**config.mk**
```make
export PLATFORM = sky130hd
export DESIGN_NAME = vrf_operand_fetch
export DESIGN_NICKNAME = d
export VERILOG_FILES = /design/src/rtl/vpu_pkg.sv /design/src/rtl/vpu_beat_fifo.sv /design/src/rtl/vrf_operand_fetch.sv
export SDC_FILE = /design/constraint.sdc
export NUM_CORES = 1
export LEC_CHECK = 0
export ABC_AREA = 1
export BUFFER_PORTS_ARGS = -buffer_cell sky130_fd_sc_hd__buf_2
export CAP_MARGIN = 10
export CELL_PAD_IN_SITES_DETAIL_PLACEMENT = 0
export CELL_PAD_IN_SITES_GLOBAL_PLACEMENT = 1
export CORE_AREA = 5 5 418 420
export CTS_CLUSTER_DIAMETER = 60
export DETAILED_ROUTE_END_ITERATION = 10
export DIE_AREA = 0 0 423 425
export PLACE_DENSITY = 0.68
export SLEW_MARGIN = 20
export SYNTH_ARGS = -nofsm -noshare
export SYNTH_HDL_FRONTEND = slang
export SYNTH_SLANG_ARGS = --single-unit
export TNS_END_PERCENT = 30
```
**constraint.sdc**
```tcl
create_clock -name clk -period 68.9 [get_ports clk]
set_input_delay 6.89 -clock clk [delete_from_list [all_inputs] [get_ports clk]]
set_output_delay 6.89 -clock clk [all_outputs]
set_load 0.02 [all_outputs]
```
**src/rtl/vpu_pkg.sv**
```systemverilog
// Shared types and sizing for the vector operand fetch path.
package vpu_pkg;

    localparam int NUM_BANKS = 8;
    localparam int DATA_W    = 32;
    localparam int ROW_AW    = 7;
    localparam int VLEN_W    = 11;
    localparam int BUF_DEPTH = 2;
    localparam int ROW_W     = NUM_BANKS * DATA_W;

    typedef enum logic [1:0] {
        IDLE  = 2'd0,
        FETCH = 2'd1,
        DRAIN = 2'd2
    } fsm_state_t;

    // One operand beat as presented to the lanes.
    typedef struct packed {
        logic [ROW_W-1:0]     a;
        logic [ROW_W-1:0]     b;
        logic [NUM_BANKS-1:0] mask;
        logic                 last;
    } beat_t;

endpackage

```
**src/rtl/vpu_beat_fifo.sv**
```systemverilog
// Two-entry fall-through FIFO of operand beats. When empty, a push is
// visible at the head in the same cycle, so it can be popped straight through.
module vpu_beat_fifo
    import vpu_pkg::*;
(
    input  logic       clk,
    input  logic       rstn,
    input  logic       push,
    input  beat_t      push_beat,
    input  logic       pop,
    output logic       head_valid,
    output beat_t      head_beat,
    output logic [1:0] count,
    output logic       full,
    output logic       empty
);

    beat_t mem [0:1];
    logic  wr_ptr;
    logic  rd_ptr;
    logic  do_pop;
    logic  bypass;
    logic  do_write;
    logic  mem_pop;

    // Head selection, bypass and occupancy decisions.
    always_comb begin
        empty      = (count == 2'd0);
        full       = (count == 2'd2);
        head_valid = !empty || push;
        head_beat  = empty ? push_beat : mem[rd_ptr];
        do_pop     = pop && head_valid;
        bypass     = empty && push && do_pop;
        mem_pop    = do_pop && !empty;
        do_write   = push && !bypass && (!full || mem_pop);
    end

    // Pointer and count registers.
    always_ff @(posedge clk) begin
        if (!rstn) begin
            wr_ptr <= 1'b0;
            rd_ptr <= 1'b0;
            count  <= 2'd0;
        end else begin
            if (do_write) wr_ptr <= ~wr_ptr;
            if (mem_pop)  rd_ptr <= ~rd_ptr;
            count <= count + 2'(do_write) - 2'(mem_pop);
        end
    end

    // Beat storage; contents are only meaningful under count.
    always_ff @(posedge clk) begin
        if (do_write) mem[wr_ptr] <= push_beat;
    end

endmodule

```
**src/rtl/vrf_operand_fetch.sv**
```systemverilog
// Walks the vector register file row by row for one vector-operand command
// and streams paired A/B beats to the lanes with a tail lane mask.
module vrf_operand_fetch #(
    parameter int NUM_BANKS = vpu_pkg::NUM_BANKS,
    parameter int DATA_W    = vpu_pkg::DATA_W,
    parameter int ROW_AW    = vpu_pkg::ROW_AW,
    parameter int VLEN_W    = vpu_pkg::VLEN_W,
    parameter int BUF_DEPTH = vpu_pkg::BUF_DEPTH
) (
    input  logic                        clk,
    input  logic                        rstn,
    input  logic                        cmd_valid,
    output logic                        cmd_ready,
    input  logic [ROW_AW-1:0]           cmd_src1_row,
    input  logic [ROW_AW-1:0]           cmd_src2_row,
    input  logic [VLEN_W-1:0]           cmd_vlen,
    output logic                        vrf_rd_en,
    output logic [ROW_AW-1:0]           vrf_rd_addr1,
    output logic [ROW_AW-1:0]           vrf_rd_addr2,
    input  logic [NUM_BANKS*DATA_W-1:0] vrf_rd_data1,
    input  logic [NUM_BANKS*DATA_W-1:0] vrf_rd_data2,
    output logic                        op_valid,
    input  logic                        op_ready,
    output logic [NUM_BANKS*DATA_W-1:0] op_a,
    output logic [NUM_BANKS*DATA_W-1:0] op_b,
    output logic [NUM_BANKS-1:0]        op_lane_mask,
    output logic                        op_last,
    output logic                        busy
);

    import vpu_pkg::*;

    localparam int LANE_W     = $clog2(NUM_BANKS);
    localparam int BEAT_CNT_W = VLEN_W - LANE_W + 1;

    // Beats needed to cover vlen elements (ceiling division by lane count).
    function automatic logic [BEAT_CNT_W-1:0] beat_count(input logic [VLEN_W-1:0] v);
        logic [VLEN_W:0] t;
        t = {1'b0, v} + (VLEN_W+1)'(NUM_BANKS - 1);
        return BEAT_CNT_W'(t >> LANE_W);
    endfunction

    // Live-lane mask of the final beat; a zero remainder means a full beat.
    function automatic logic [NUM_BANKS-1:0] tail_mask(input logic [LANE_W-1:0] r);
        logic [NUM_BANKS-1:0] m;
        m = '1;
        if (r != '0) m = ~({NUM_BANKS{1'b1}} << r);
        return m;
    endfunction

    fsm_state_t              state;
    fsm_state_t              state_nx;
    logic [ROW_AW-1:0]       row1;
    logic [ROW_AW-1:0]       row2;
    logic [BEAT_CNT_W-1:0]   beats_left;
    logic [LANE_W-1:0]       rem;
    logic                    issue;
    logic                    last_issue;
    logic                    pop;
    logic [2:0]              occupancy;
    logic                    vld_p1;
    logic                    last_p1;
    logic [NUM_BANKS-1:0]    mask_p1;
    beat_t                   push_beat;
    beat_t                   head_beat;
    logic                    head_valid;
    logic [1:0]              fifo_count;
    logic                    fifo_full;
    logic                    fifo_empty;

    vpu_beat_fifo u_fifo (
        .clk        (clk),
        .rstn       (rstn),
        .push       (vld_p1),
        .push_beat  (push_beat),
        .pop        (pop),
        .head_valid (head_valid),
        .head_beat  (head_beat),
        .count      (fifo_count),
        .full       (fifo_full),
        .empty      (fifo_empty)
    );

    // Credit check, FSM next state and control outputs.
    always_comb begin
        pop        = head_valid && op_ready;
        // Buffered plus in-flight beats after this cycle's pop must leave room.
        occupancy  = {1'b0, fifo_count} + 3'(vld_p1) - 3'(pop);
        issue      = (state == FETCH) && (occupancy < 3'(BUF_DEPTH))
                     && !(fifo_full && !pop);
        last_issue = issue && (beats_left == BEAT_CNT_W'(1));
        state_nx   = state;
        cmd_ready  = 1'b0;
        busy       = (state != IDLE);
        vrf_rd_en  = issue;
        case (state)
            IDLE: begin
                cmd_ready = 1'b1;
                if (cmd_valid && (cmd_vlen != '0)) state_nx = FETCH;
            end
            FETCH: begin
                if (last_issue) state_nx = DRAIN;
            end
            DRAIN: begin
                if (fifo_empty && !vld_p1) state_nx = IDLE;
            end
            default: state_nx = IDLE;
        endcase
    end

    // Assemble the beat arriving from the VRF and drive the lane outputs.
    always_comb begin
        push_beat.a    = vrf_rd_data1;
        push_beat.b    = vrf_rd_data2;
        push_beat.mask = mask_p1;
        push_beat.last = last_p1;
        vrf_rd_addr1   = row1;
        vrf_rd_addr2   = row2;
        op_valid       = head_valid;
        op_a           = head_valid ? head_beat.a    : '0;
        op_b           = head_valid ? head_beat.b    : '0;
        op_lane_mask   = head_valid ? head_beat.mask : '0;
        op_last        = head_valid ? head_beat.last : 1'b0;
    end

    // Control state: FSM, row walkers, beat counter and read-in-flight flag.
    always_ff @(posedge clk) begin
        if (!rstn) begin
            state      <= IDLE;
            row1       <= '0;
            row2       <= '0;
            beats_left <= '0;
            rem        <= '0;
            vld_p1     <= 1'b0;
        end else begin
            state  <= state_nx;
            vld_p1 <= issue;
            if (state == IDLE && cmd_valid) begin
                row1       <= cmd_src1_row;
                row2       <= cmd_src2_row;
                beats_left <= beat_count(cmd_vlen);
                rem        <= cmd_vlen[LANE_W-1:0];
            end else if (issue) begin
                row1       <= row1 + ROW_AW'(1);
                row2       <= row2 + ROW_AW'(1);
                beats_left <= beats_left - BEAT_CNT_W'(1);
            end
        end
    end

    // ---- stage p1: sideband travelling with the outstanding read ----
    always_ff @(posedge clk) begin
        if (issue) begin
            last_p1 <= last_issue;
            mask_p1 <= last_issue ? tail_mask(rem) : '1;
        end
    end

endmodule

```
### After elaboration in Yosys (flattened, before gate mapping)

Memory sizes are Yosys's and may differ from the RTL's. A register that Yosys moved wholly into a read port is not among the register bits.
Cells that the tools add are included.

* add/sub/neg operators: 8
* order comparisons: 1
* equality and inequality tests: 7
* shift operators: 1
* multiplexer cells: 20
* bitwise gates (word level): 3
* reductions and logical operators: 30

Operator list (count)
* two-way mux 521 bit: 1
* two-way mux 256 bit: 2
* two-way mux 7 bit: 4
* two-way mux 9 bit: 2
* adder 7 x 1 -> 7 bit, second input constant: 2
* logical AND 1 bit: 14
* adder 11 x 3 -> 12 bit, second input constant: 1
* nonzero test 11 bit: 1
* == test 9 x 1 -> 1 bit, second input constant: 1
* subtractor 9 x 1 -> 9 bit, second input constant: 1
* two-way mux 8 bit: 1
* NOT 8 bit: 1
* << shifter 8 x 3 -> 8 bit, first input constant: 1
* zero test 1 bit: 6
* two-way mux 1 bit: 6
* two-way mux 2 bit: 3
* inequality test 2 bit, second input constant: 3
* case mux 2 bit (3 select lines): 1
* == test 2 bit, second input constant: 2
* zero test 2 bit: 2
* nonzero test 2 bit: 2
* adder 2 x 1 -> 3 bit: 1
* < comparator 3 x 2 -> 1 bit, second input constant: 1
* AND reduction 3 bit: 1
* 8 further kinds: 10

* bits in registers: 42
* memory bits (writable): 1042
* input bits: 541
* output and inout bits: 539
* word-level logic and storage cells: 82
* memories: 1

Memory list
* u_fifo.mem: depth 2, width 521, read ports 1, clocked after memory_dff 1, write ports 1, RTL line vpu_beat_fifo.sv:18 `beat_t mem [0:1];`

### Logic depth before layout (Yosys ltp)

Gate-level depths: netlist of run 1.

* depth after elaboration: 11
* depth in mapped cells: 21
* gate-level depth less buffers: 18

### Cells and area by module

From an unflattened synthesis of run 1, not the netlist that was laid out.

* cells, all modules: 5337
* area total of the unflattened synthesis: 50214.4 um2

By module, submodules not included
* vpu_beat_fifo: times used 1, cells an instance 3917, area each 43755.7 um2, sequential area each 31390.1 um2
* vrf_operand_fetch: times used 1, cells an instance 1420, area each 6458.7 um2, sequential area each 850.8 um2

### Worst setup path before layout of run 1

No wires, ideal clock.

* path type: input -> register
* start: in op_ready
* end: mem u_fifo.mem[1][0] in the netlist's numbering (enable)
* library setup time: 1.421 ns
* arrival: 28.769 ns
* data required time: 67.479 ns
* slack: 38.710 ns
* cell stages on the path: 4
* buffers on the path: 0
* cell sequence: inv_1 > nand3_1 > o211ai_1 > nor2_1

* cells in the longest elaborated chain, start to end: 8
* elaborated cells between the ends (all ways): 10
* classes of those cells: mux: 2; reduce/logical: 8

RTL lines
* from (decl): RTL line vrf_operand_fetch.sv:23 `input logic op_ready,`
* logical AND 1 bit (*): RTL line vrf_operand_fetch.sv:86 `pop = head_valid && op_ready;`
* logical AND 1 bit (*): RTL line vpu_beat_fifo.sv:32 `do_pop = pop && head_valid;`
* logical AND 1 bit: RTL line vpu_beat_fifo.sv:33 `bypass = empty && push && do_pop;`
* zero test 1 bit: RTL line vpu_beat_fifo.sv:35 `do_write = push && !bypass && (!full || mem_pop);`
* logical AND 1 bit: RTL line vpu_beat_fifo.sv:35
* logical AND 1 bit (*): RTL line vpu_beat_fifo.sv:35
* two-way mux 1 bit (*): RTL line vpu_beat_fifo.sv:53 `if (do_write) mem[wr_ptr] <= push_beat;`
* two-way mux 1 bit (implied by the code) (*): RTL line vpu_beat_fifo.sv:53
* to (decl): RTL line vpu_beat_fifo.sv:18

Every way passes the cells marked *; elsewhere a longest branch is shown, timed or not.

### Worst setup path in the final report of run 1

* start: in op_ready
* end: out vrf_rd_en

* cells in the longest elaborated chain, start to end: 5
* elaborated cells between the ends (all ways): 8
* classes of those cells: add/sub: 1; order compare: 1; reduce/logical: 6

RTL lines
* logical AND 1 bit (*): RTL line vrf_operand_fetch.sv:86
* subtractor 3 x 1 -> 3 bit / zero test 1 bit (equally long branches): RTL line vrf_operand_fetch.sv:88, vrf_operand_fetch.sv:90
* < comparator 3 x 2 -> 1 bit / logical AND 1 bit (equally long branches): RTL line vrf_operand_fetch.sv:89, vrf_operand_fetch.sv:90
* logical AND 1 bit / zero test 1 bit (equally long branches): RTL line vrf_operand_fetch.sv:89, vrf_operand_fetch.sv:90
* logical AND 1 bit (*): RTL line vrf_operand_fetch.sv:90 `&& !(fifo_full && !pop);`
* to (decl): RTL line vrf_operand_fetch.sv:17 `output logic vrf_rd_en,`

Marked as above.

==> impl_results.md, run 1 <==
* Final core utilization at 35.70%
* Synthesis Warnings at 0
* Cell taking the most area after synthesis: edfxtp_1
* Post-synth top cells: nor2_1, edfxtp_1, inv_1
* Core Rows at 152
* P_leak at 26.45 nW
* Post-layout minimum cycle time at 15.97 ns
* Slew Limit Fails at 0
* Peak supply drop at 0.03102 mV
* EDFF count, synth at 1051
* Worst endpoint data arrival time at 9.08 ns
* Fillers at 17110
* Most frequent cell after synthesis: nor2_1
* MaxCap Viol Count at 0
* Share of cells above drive strength 1 at 34.57%
* H-tree depth at 4
* Clock Path Buffers at 3
* Net Sw Frac at 43.84%
* Hold-fix buffers, CTS at 0
* PortBufs at 1079
* DRT antenna net count at 0
* Setup TNS at 0 ns
* Main flop type after synthesis: edfxtp_1
* FMAX at 62.64 MHz
* TritonRoute pass-1 iters at 5
* Critical path's top delay family: buffers and inverters
* RR Endpoint: u_fifo.mem[0][129]$_DFFE_PP_
* Global-route usage over all layers at 16.89%
* Num CTS Buffers at 132
* Final WL at 160200 um
* Critical Path Most Common Cell: inv_1
* Flop pwr share at 29.1%
* Drt wl/cell at 21.05 um
* Synth unique cells at 33
* Io pins at 1080
* Routed vias/inst at 4.595
* Full die area at 179800 um2
* Syn Area/Cell at 11.64 um2
* Register-to-Register Path Depth at 8
* Synth Instances at 4220
* Internal power at 1.519 mW
* Die height at 425 um
* Critical-path cell list: buf_2 > inv_1 > nor2_1 > ha_1 > inv_1 > nand2_1 > fa_1 > inv_1 > nor2_1 > nand3_2 > inv_2 > buf_2
* Die span in x at 423 um
* Initial DRC Count at 2564
* Setup Fix Bufs, Post-CTS at 0
* RSZ-0062 raised after global routing: no
* Core area at 170600 um2
* Clock power frac at 25.0%
* Clock sink total at 1085
* Post-synth top area share at 64.23%
* CP max FO at 13
* Initial Util at 28.80%
* Initial antenna violation count at 75
* Least-Margin Pin Slew at 1.063 ns
* CTS tree: done
* Slowest stage delay, CP at 0.51 ns
* Area grow syn2layout at 23.96%
* P_sw at 1.186 mW
* Final HPWL DP at 108900 um
* Root Buffer: clkbuf_16
* Req. time, crit path at 62.01 ns
* Worst Skew at 0.02511 ns
* Status: completed
* CP endpoint kind: output pin
* Post-cts sizing count at 0
* Nets at 5791
* Seq cells post-synth at 1085
* Final routed DRC violation total at 0
* Register area share after synthesis at 65.62%
* Slew HR at 29.11%
* Startpoint class of the critical path: input pin
* Pwr dens at 44.42 nW/um2
* Vias in the first global route at 33970
* Detailed-route via count at 34990
* Clk Latency, worst-skew pair at 0.78 ns
* Worst-path clk slew at 0.05 ns
* Routability cong. at 0.8965
* Stages on the worst setup path at 12
* Ys async rst share at 0%
* Setup-failing EPs final at 0
* Final Hold Fails at 0
* Worst path bufs/invs at 6
* Post-Synthesis Net Count at 4769
* Setup slack, reg-to-reg at 62.77 ns
* Worst R2R Start: u_fifo.count[1]$_SDFF_PN0_
* HP Class: reg2reg
* First-pass GRT wire length at 229000 um
* Period utilization at 23.17%
* Post-Syn Area at 49130 um2
* Critical path launch point: op_ready
* Worst Setup EP: vrf_rd_en
* Worst hold slack at 0.4535 ns
* Largest net degree at the start of global routing at 147
* Combinational power share at 46.0%
* Critical path class: in2out
* Worst path slowest cell: fa_1
* Gr ovfl total at 0
* Top cells by area, synth: edfxtp_1, mux2_2, nor2_1
[routing by layer]
metal	share of wire, %	track usage, %
met1	39	19.87
met2	49	28.74
met3	7.9	5.620
met4	3.6	6.272
met5	0.22	0
[cell type report]
class / count / area, um2 / area share (%)
Antenna cell: 38 / 95.09 / 0.1561
Sequential cell: 1085 / 32240 / 52.94
Clock buffer: 166 / 3557 / 5.840
Timing Repair Buffer: 1127 / 5798 / 9.519
Tap cell: 2233 / 2794 / 4.587
Inverter: 568 / 2140 / 3.513
Clock inverter: 69 / 643.1 / 1.056
Multi-Input combinational cell: 2328 / 13640 / 22.39
[logic make-up (layout without fill, tap and decap cells)]
logic type | count (synthesis) | count (layout) | share of synthesized area, %
simple gates | 1202 | 1202 | 9.374
flops | 1085 | 1085 | 65.62
buf+inv | 807 | 1930 | 6.672
compound gates | 591 | 591 | 6.081
mux | 521 | 521 | 11.94
fa+ha+maj | 8 | 8 | 0.2190
xor+xnor | 5 | 5 | 0.08912
other cells | 1 | 39 | 0.007632
[power groups by stage]
stage | sequential, mW | combinational [mW] | clock (mW)
after floorplan | 0.835 | 0.792 | 0
after global placement | 0.799 | 1.26 | 0
after detailed placement | 0.801 | 1.26 | 0
after CTS | 0.787 | 1.26 | 0.694
after global routing | 0.790 | 1.35 | 0.724
final | 0.787 | 1.24 | 0.675
[sequential cells by signal (all words and copies together), names as in the netlist, named ones only]
register       count
mask_p1            8
u_fifo.rd_ptr      1
u_fifo.wr_ptr      1
beats_left         9
state              2
vld_p1             1
u_fifo.mem      1042
vrf_rd_addr1       7
rem                3
vrf_rd_addr2       7
u_fifo.count       2
last_p1            1
[stage by stage]
| stage | total power [mW] | instance area, um2 | std cells | setup WS, ns |
|---|---|---|---|---|
| floorplan | 1.627 | 49130 | 4220 | 38.71 |
| global placement | 2.058 | 56610 | 7341 | 52.90 |
| detailed placement | 2.060 | 56610 | 7341 | 52.92 |
| CTS | 2.746 | 60810 | 7576 | 52.91 |
| global route | 2.860 | 60850 | 7592 | 52.77 |
| finish | 2.705 | 60910 | 7614 | 52.93 |
[placed cells by master, fill, tap and decap left out, types with 33 or more instances in the layout]
master,Yosys,routed
o21ai_1,204,204
dfxtp_1,34,33
o21ai_0,350,350
edfxtp_1,1051,1051
diode_2,0,38
clkbuf_16,0,137
nor2_1,1080,1078
buf_2,160,1079
buf_4,11,45
inv_1,562,562
mux2_2,521,521
nand2_1,76,75
[how the worst min path moves through the flow]
| stage | from | end | slack (ns) | cells after the start |
|---|---|---|---|---|
| finish | u_fifo.rd_ptr$_SDFFE_PN0P_ | flip-flop | 0.45 | 1 |
| CTS | u_fifo.rd_ptr$_SDFFE_PN0P_ | flip-flop | 0.45 | 1 |
| global placement | u_fifo.rd_ptr$_SDFFE_PN0P_ | flip-flop | 0.43 | 1 |
| global route | u_fifo.rd_ptr$_SDFFE_PN0P_ | flip-flop | 0.48 | 1 |
| detailed placement | u_fifo.rd_ptr$_SDFFE_PN0P_ | flip-flop | 0.44 | 1 |
| floorplan | u_fifo.rd_ptr$_SDFFE_PN0P_ | flip-flop | 0.43 | 1 |
Power figures use the tool's default switching activity.
==> inputs of run 2 (changes only) <==
--- a/config.mk
+++ b/config.mk
@@ -14,7 +14,7 @@
 export CTS_CLUSTER_DIAMETER = 60
 export DETAILED_ROUTE_END_ITERATION = 10
 export DIE_AREA = 0 0 423 425
-export PLACE_DENSITY = 0.68
+export PLACE_DENSITY = 0.7
 export SLEW_MARGIN = 20
 export SYNTH_ARGS = -nofsm -noshare
 export SYNTH_HDL_FRONTEND = slang
==> constraint.sdc (replaced) <==
create_clock -name clk -period 14.6 [get_ports clk]
set_input_delay 1.46 -clock clk [delete_from_list [all_inputs] [get_ports clk]]
set_output_delay 1.46 -clock clk [all_outputs]
set_load 0.02 [all_outputs]
==> run 2 against run 1 <==
  * Largest cell class unchanged
  * Total power increased to 4.7 times the previous value
  * Clock-buffer cell count decreased by 5
  * Combinational power rose to 4.7 times the previous value
  * Sequential share of layout area rose by 0.085 points
  * Utilization down 0.057 points
  * Clock power grew to 4.6 times the previous value
  * First-iteration DRC count is 1.6% higher
  * Largest power group unchanged
  * Critical path type is now reg2out
  * Die area unchanged
  * Hold slack lost 0.012 ns
  * Final cell count is essentially flat
  * Global-route usage is 0.36 points higher
  * Non-clock buffer count down 3
==> impl_results.md, run 2 (same netlist as run 1, synthesis figures left out) <==
* Largest net degree at the start of global routing at 171 (+16%)
* Placed cell area at 56630 um2 (about the same)
* Max FFs per register at 1042 (unchanged)
* Post-cts sizing count at 0 (unchanged)
* Req. time, crit path at 13.14 ns (-48.87 ns)
* Worst Skew at 0.02027 ns (-0.004836 ns)
* Share of cells above drive strength 1 at 34.37% (-0.20 points)
* HP Class: reg2reg
* First-pass GRT wire length at 233400 um (+1.9%)
* Nets at 5786 (-0.086%)
* Gr ovfl total at 0 (unchanged)
* P_leak at 26.38 nW (-0.27%)
* Top reg by flops: u_fifo.mem
* Setup WS post-layout at 7.622 ns (-45.31 ns)
* Num CTS Buffers at 130 (-1.5%)
* FMAX at 143.3 MHz
* Startpoint class of the critical path: flip-flop
* RSZ-0062 raised after global routing: no
* Core area at 170600 um2 (unchanged)
* Hold-fix buffers, CTS at 0 (unchanged)
* Slew Limit Fails at 0 (unchanged)
* Drt wl/cell at 21.33 um (+1.3%)
* Core Rows at 152 (unchanged)
* Top Registers: u_fifo.mem: 1042 flops, beats_left: 9 flops, mask_p1: 8 flops
* MaxCap Viol Count at 0 (unchanged)
* Post-route cell area at 60810 um2 (-0.16%)
* Status: completed
* Global-route usage over all layers at 17.25% (+0.36 points)
* Post-place setup slack at 8.464 ns (-44.46 ns)
* PortBufs at 1079 (unchanged)
* CP max FO at 80 (+67)
* Pwr Total at 12.64 mW (+370%)
* Final WL at 162300 um (+1.3%)
* CTS tree: done
* Least-Margin Pin Slew at 1.144 ns (+0.08081 ns)
* TritonRoute pass-1 iters at 7 (+2)
* Clk Latency, worst-skew pair at 0.78 ns (about the same)
* Detailed-route via count at 35030 (+0.12%)
* DRT antenna net count at 0 (unchanged)
* Area grow syn2layout at 23.77%
* Final routed DRC violation total at 0 (unchanged)
* Setup Fix Bufs, Post-CTS at 0 (unchanged)
* Most common cell after layout, fill and taps aside: buf_2
* Final Hold Fails at 0 (unchanged)
* Routability cong. at 0.8728 (-2.6%)
* Final HPWL DP at 111400 um (+2.3%)
* Peak supply drop at 0.2125 mV (+590%)
* Critical path's top delay family: buffers and inverters
* Critical Path Most Common Cell: buf_4
* Worst path slowest cell: buf_4
* Slew HR at 23.72% (-5.4 points)
* Setup-failing EPs final at 0 (unchanged)
* Initial antenna violation count at 86 (+15%)
* Worst-path clk slew at 0.05 ns (about the same)
* Worst endpoint data arrival time at 5.52 ns (-3.56 ns)
* Critical-path cell list: inv_2 > nand2_4 > buf_4 > buf_4 > buf_4 > buf_4 > nor2_1 > nor2_1 > o21ai_0 > inv_1 > buf_2
* Clock Path Buffers at 3 (unchanged)
* Full die area at 179800 um2 (unchanged)
* Initial DRC Count at 2605 (+1.6%)
* Clock sink total at 1085 (unchanged)
* Period utilization at 47.79%
* Root Buffer: clkbuf_16
* Die height at 425 um (unchanged)
* CP endpoint kind: output pin
* H-tree depth at 4 (unchanged)
* Io pins at 1080 (unchanged)
* Pwr dens at 207.9 nW/um2 (+370%)
* Critical path class: reg2out
* Post-layout minimum cycle time at 6.978 ns
* Slowest stage delay, CP at 0.89 ns (+0.38 ns)
* Worst path bufs/invs at 7 (+1)
* Initial Util at 28.80% (unchanged)
* Most frequent cells in the layout: buf_2, nor2_1, edfxtp_1, inv_1, mux2_2
* Fillers at 17110 (+0.018%)
* Routed vias/inst at 4.603 (+0.18%)
* Vias in the first global route at 34550 (+1.7%)
* Die span in x at 423 um (unchanged)
-- run 2: layout make-up --
cell class	instances	area (um2)	share of cell area [%]
Antenna cell	50	125.1	0.2057
Clock buffer	161	3465	5.697
Clock inverter	61	593.1	0.9752
Inverter	568	2140	3.518
Multi-Input combinational cell	2328	13640	22.43
Sequential cell	1085	32240	53.02
Tap cell	2233	2794	4.594
Timing Repair Buffer	1124	5813	9.559
-- run 2: report_power, final --
part | leakage (nW) | switching [mW] | internal (mW) | total (mW)
clock network | 1.97 | 1.29 | 1.83 | 3.12
registers | 9.73 | 0.0644 | 3.65 | 3.71
logic | 14.7 | 4.15 | 1.66 | 5.81
-- run 2: through the flow --
| stage | cells | TNS [ns] | utilization [%] | hold slack [ns] |
|---|---|---|---|---|
| 4_1_cts | 7560 | 0 | 35.57 | 0.4415 |
| 6_report | 7610 | 0 | 35.65 | 0.4420 |
| 2_1_floorplan | 4220 | -1369.87 | - | 0.4257 |
| 5_1_grt | 7579 | 0 | 35.60 | 0.4848 |
| 3_5_place_dp | 7338 | 0 | 33.20 | 0.4336 |
| 3_3_place_gp | 7338 | 0 | 33.20 | 0.4246 |
-- run 2: routing by layer --
layer,GRT usage [%],wire length (um)
met1,20.65,64200
met2,28.79,78790
met3,5.256,11930
met4,7.482,7052
met5,0,335
-- run 2: final timing paths --
path                               from                            to  slack, ns  depth (start not counted)
min          u_fifo.rd_ptr$_SDFFE_PN0P_                     flip-flop       0.44                          1
max          u_fifo.count[1]$_SDFF_PN0_                     op_b[105]       7.62                         11
max reg2reg  u_fifo.count[1]$_SDFF_PN0_  u_fifo.mem[1][464]$_DFFE_PP_       8.85                          9
min reg2reg  u_fifo.rd_ptr$_SDFFE_PN0P_                     flip-flop       0.44                          1
-- run 2: worst reg2reg max path, stage by stage, from the launching register on --
cell and delay (ns):
dfxtp_1 0.44, inv_2 0.09, nand2_4 0.50, buf_4 0.67, o211ai_1 0.33, nor2_4 0.19
buf_12 0.40, buf_4 1.16, buf_4 0.74, buf_4 0.80
